===== config.mk =====
export PLATFORM = sky130hd
export DESIGN_NAME = dadda_product_accumulator
export DESIGN_NICKNAME = d
export VERILOG_FILES = /design/src/rtl/dadda_pkg.sv /design/src/rtl/dadda_product_accumulator.sv
export SDC_FILE = /design/constraint.sdc
export NUM_CORES = 1
export LEC_CHECK = 0
export CORE_MARGIN = 4
export CORE_UTILIZATION = 51
export DETAILED_ROUTE_END_ITERATION = 8
export PLACE_DENSITY = 0.82
export SLEW_MARGIN = 10
export SYNTH_ARGS = -nofsm -noshare
export SYNTH_HDL_FRONTEND = slang
export SYNTH_SLANG_ARGS = --single-unit

===== constraint.sdc =====
create_clock -name clk -period 3.14 [get_ports clk]
set_input_delay 0.942 -clock clk [delete_from_list [all_inputs] [get_ports clk]]
set_output_delay 0.942 -clock clk [all_outputs]
set_load 0.02 [all_outputs]

===== src/rtl/dadda_pkg.sv =====
// Shared types and helpers for the Dadda multiplier product accumulator.
package dadda_pkg;

    // Accumulator run states.
    typedef enum logic [1:0] {
        IDLE = 2'd0,
        ACC  = 2'd1,
        DONE = 2'd2
    } state_e;

    // Product width of the 4x4 Dadda multiplier feeding this stage.
    localparam int PROD_W_DEF = 8;

    // Accumulator width needed to sum n_terms products of prod_w bits without saturating.
    function automatic int acc_w_min(input int prod_w, input int n_terms);
        return prod_w + $clog2(n_terms);
    endfunction

endpackage


===== src/rtl/dadda_product_accumulator.sv =====
// Sequential accumulator for the Dadda multiplier products.
// It sums a run of up to N_TERMS unsigned products into a saturating
// ACC_W-bit sum. The finished sum, the term count and the overflow flag
// are handed off over a valid/ready handshake. While a result waits in
// DONE no input is taken, which costs one bubble per run.
module dadda_product_accumulator
    import dadda_pkg::*;
#(
    parameter int PROD_W  = PROD_W_DEF,
    parameter int N_TERMS = 4,
    parameter int ACC_W   = 12,
    parameter int CNT_W   = 8
) (
    input  logic              clk,
    input  logic              rst_n,
    input  logic              in_valid,
    output logic              in_ready,
    input  logic [PROD_W-1:0] in_prod,
    input  logic              in_last,
    output logic              out_valid,
    input  logic              out_ready,
    output logic [ACC_W-1:0]  out_sum,
    output logic [CNT_W-1:0]  out_count,
    output logic              out_ovf
);

    // Reject parameter sets the datapath cannot represent.
    if (ACC_W < PROD_W) begin : g_bad_acc_w
        $error("dadda_product_accumulator: ACC_W must be at least PROD_W");
    end
    if (N_TERMS < 1 || N_TERMS > (2 ** CNT_W) - 1) begin : g_bad_n_terms
        $error("dadda_product_accumulator: N_TERMS must lie in 1..2**CNT_W-1");
    end

    localparam logic [CNT_W-1:0] N_TERMS_C = CNT_W'(N_TERMS);

    state_e             state_q, state_d;
    logic [ACC_W-1:0]   acc_q, acc_d;
    logic [CNT_W-1:0]   cnt_q, cnt_d;
    logic               ovf_q, ovf_d;

    logic               in_fire;
    logic               out_fire;
    logic [ACC_W:0]     sum_wide;
    logic [CNT_W-1:0]   cnt_inc;

    assign in_ready  = (state_q != DONE);
    assign out_valid = (state_q == DONE);
    assign out_sum   = acc_q;
    assign out_count = cnt_q;
    assign out_ovf   = ovf_q;

    assign in_fire   = in_valid && in_ready;
    assign out_fire  = out_valid && out_ready;
    assign sum_wide  = {1'b0, acc_q} + (ACC_W + 1)'(in_prod);
    assign cnt_inc   = cnt_q + CNT_W'(1);

    // Next-state and datapath update: load on first term, saturating add after, clear on hand-off.
    always_comb begin
        state_d = state_q;
        acc_d   = acc_q;
        cnt_d   = cnt_q;
        ovf_d   = ovf_q;
        case (state_q)
            IDLE: begin
                if (in_fire) begin
                    acc_d   = ACC_W'(in_prod);
                    cnt_d   = CNT_W'(1);
                    ovf_d   = 1'b0;
                    state_d = (in_last || N_TERMS == 1) ? DONE : ACC;
                end
            end
            ACC: begin
                if (in_fire) begin
                    if (sum_wide[ACC_W]) begin
                        acc_d = '1;
                        ovf_d = 1'b1;
                    end else begin
                        acc_d = sum_wide[ACC_W-1:0];
                    end
                    cnt_d = cnt_inc;
                    if (in_last || cnt_inc == N_TERMS_C) begin
                        state_d = DONE;
                    end
                end
            end
            DONE: begin
                if (out_fire) begin
                    state_d = IDLE;
                    acc_d   = '0;
                    cnt_d   = '0;
                    ovf_d   = 1'b0;
                end
            end
            default: begin
                state_d = IDLE;
            end
        endcase
    end

    // State and datapath registers; reset discards any partial run at once.
    always_ff @(posedge clk or negedge rst_n) begin
        if (!rst_n) begin
            state_q <= IDLE;
            acc_q   <= '0;
            cnt_q   <= '0;
            ovf_q   <= 1'b0;
        end else begin
            state_q <= state_d;
            acc_q   <= acc_d;
            cnt_q   <= cnt_d;
            ovf_q   <= ovf_d;
        end
    end

endmodule


==> results.toml <==
[sta]
finClkSkew_ns = 0.00376
relSlewSlack = 0.549
tightest_slew_ns = 0.674
maxSlewViolCount = 0
fin_tns_setup_ns = 0
hold_viol = 0
fmaxAchievable_mhz = 341
setup_viol = 0
finalCritPeriodShare = 0.934
min_period_ns = 2.93
rsz0062_at_grt = "false"

[global_routing]
grt_remaining_overflow = 0
grt_first_pass_wirelength_um = 6940
grt_antenna_before_repair = 0
grtUsageTotal = 0.202
grt_max_degree = 24
grt_pass1_vias = 1556

[clock_network]
cts_tree = "yes"
cts-htree-levels = 1
cts.sinks = 23
max-clock-path-buffers = 2
clkTransAtPathRegs_ns = 0.14
numCtsBuffers = 3
hold_buffers = 0
postCtsSetupRepairBufs = 0
clkLatencyLatePin_ns = 0.31
root_buffer = "clkbuf_4"
postCtsResizedCells = 0

[final_layout]
diodes = 0
utilization = 0.698
final_cell_mix = "clkdlybuf4s50_1 (35), o21ai_0 (27), dfrtp_1 (23)"
fin_nets = 272
final_common_cell = "clkdlybuf4s50_1"
area_delta_synth_final_pct = 28.2
drive_gt1_frac = 0.0820

[yosys]
synth-compound-area-share = 0.254
synth_top_family_by_area = "compound AO/OA/AOI/OAI gates"
synthMuxAreaShare = 0
synth_flop_cell = "dfrtp_1"
async_flop_share = 1.00
synth_simple_gate_area_share = 0.222
synth_cells = 203
avgSynthCellArea_um2 = 8.31
ys_warn_count = 0
synth_xor_area_frac = 0.0415
synthAdderAreaFrac = 0.108
synth_cell_type_count = 38
synth_edf_count = 0
syn_nets = 230
syn_area_um2 = 1690
ys_seq_area_frac = 0.341
synth-seq-cells = 23

[die]
die_area_um2 = 4290
rows = 20
die_h_um = 65.5
die_x_um = 65.5
start_util = 0.544
core_um2 = 3100
ios = 36

[run_status]
status = "completed"

[drt]
wl_per_cell_um = 14.2
drtAntennaViolNets = 0
detail_route.vias_per_cell = 5.61
drc_errors = 0
num_vias = 1616
drt_iter0_markers = 64
routed_wl_um = 4100
drt_first_pass_iters = 4

[min_path]
holdPathEnd = "out_sum[0]"
hold_class = "reg -> reg"
hp-start = "out_sum[0]"
hold-path-cell-count = 2

[critical_path]
critPathLaunchType = "input port"
critPathMostFrequentCell = "nor2_1"
crit_required_ns = 3.36
reg2reg_from = "out_sum[0]"
cp-end-kind = "flip-flop"
r2r.worst_path.cells = 9
slowest_stage = "clkdlybuf4s50_1"
path_class = "in -> reg"
crit_fanout = 11
rrSetupSlack_ns = 0.85
slowest_delay_ns = 0.42
r2r-end = "out_ovf"
crit_path_cell_trace = "clkdlybuf4s50_1 > ha_1 > fa_1 > a211oi_1 > nor2_1 > a21oi_1 > nor2_1 > buf_4 > a21oi_1 > nor2_1"
cp.arrival_ns = 3.16

[placed_design]
dp_hpwl_um = 3080
port_buffers = 35
gp_congestion = 0.822

[power]
vdd_drop_max_mv = 0.406
leakagePower_nw = 0.919
powerDensity_nw_per_um2 = 757
total_power_w = 0.00164

[flow_run]
max_cap_viol_count = 0
-- synthesized netlist by cell type (2+ instances only) --
cell	number	area share
a211oi_1	2	0.0089
a21o_1	2	0.0089
a21oi_1	16	0.047
a221o_1	2	0.012
a22o_1	2	0.010
a31oi_1	6	0.022
and3_1	3	0.011
and3_4	2	0.013
clkbuf_1	7	0.016
dfrtp_1	23	0.34
ha_1	13	0.096
inv_1	7	0.016
nand2_1	21	0.047
nand2b_1	5	0.019
nand3_1	6	0.018
nor2_1	22	0.049
nor2b_1	5	0.019
nor3_1	2	0.0059
nor3b_1	5	0.022
o21ai_0	27	0.080
o31ai_1	2	0.0089
xnor2_1	2	0.010
xor2_1	6	0.031
-- power breakdown --
group	internal [W]	total (W)	switching [W]
Sequential	0.000370	0.000449	0.0000785
Clock	0.0000477	0.000144	0.0000967
Combinational	0.000470	0.00105	0.000576
Total	0.000888	0.00164	0.000751
-- logic make-up (layout without fill, tap and decap cells) --
| kind of cell | Yosys count | count (layout) |
|---|---|---|
| buffers and inverters | 15 | 56 |
| xor gates and xnor gates | 8 | 8 |
| DFF | 23 | 23 |
| AOI/OAI and AO/OA | 68 | 68 |
| adders and majority gates | 14 | 14 |
| and+or+nand+nor | 75 | 75 |
-- how the worst max path moves through the flow --
stage                        to  slack [ns]  cells past startpoint       start
floorplan            out_sum[3]        0.38                      9  in_prod[0]
CTS                     out_ovf        0.24                     10  in_prod[0]
finish                  out_ovf        0.21                     10  in_prod[0]
detailed placement      out_ovf        -0.1                     10  in_prod[0]
global route            out_ovf        0.05                     10  in_prod[0]
global placement    out_sum[11]       -0.05                      8  in_prod[0]
-- registers in the layout, indices dropped and copies added, names as in the netlist --
signal and count:
out_ovf 1, out_count 8, out_sum 12, state_q 2
-- cell type report --
type,count,area [µm²]
fill,271,938
clock buffer,3,22.5
tap,44,55.1
timing repair buffer,45,425
inverter,7,26.3
sequential,23,576
multi-input combinational,165,1050
clock inverter,1,5.00
-- through the flow --
step / cell area, µm² / hold slack, ns / worst slack, ns / instances
3_5_place_dp: 2140 / 0.518 / -0.0998 / 284
3_3_place_gp: 2140 / 0.510 / -0.0462 / 284
4_1_cts: 2160 / 0.549 / 0.243 / 288
2_1_floorplan: 1690 / 0.498 / 0.378 / 203
6_report: 2160 / 0.550 / 0.206 / 288
5_1_grt: 2160 / 0.580 / 0.0484 / 288
-- layer usage --
layer  up-vias  GRT usage  wire, µm
li1        810          -         -
met1       759      0.258      1830
met2        43      0.362      2070
met3         4     0.0239       172
met4         0     0.0492        27
met5         -          0         0
-- critical path, delay by kind of cell --
family,cells,cell delay (ns)
AOI/OAI and AO/OA,3,0.62
adders and majority gates,2,0.62
and+or+nand+nor,3,0.35
buffers and inverters,2,0.61
No activity file was read; power rests on OpenSTA's default activity.
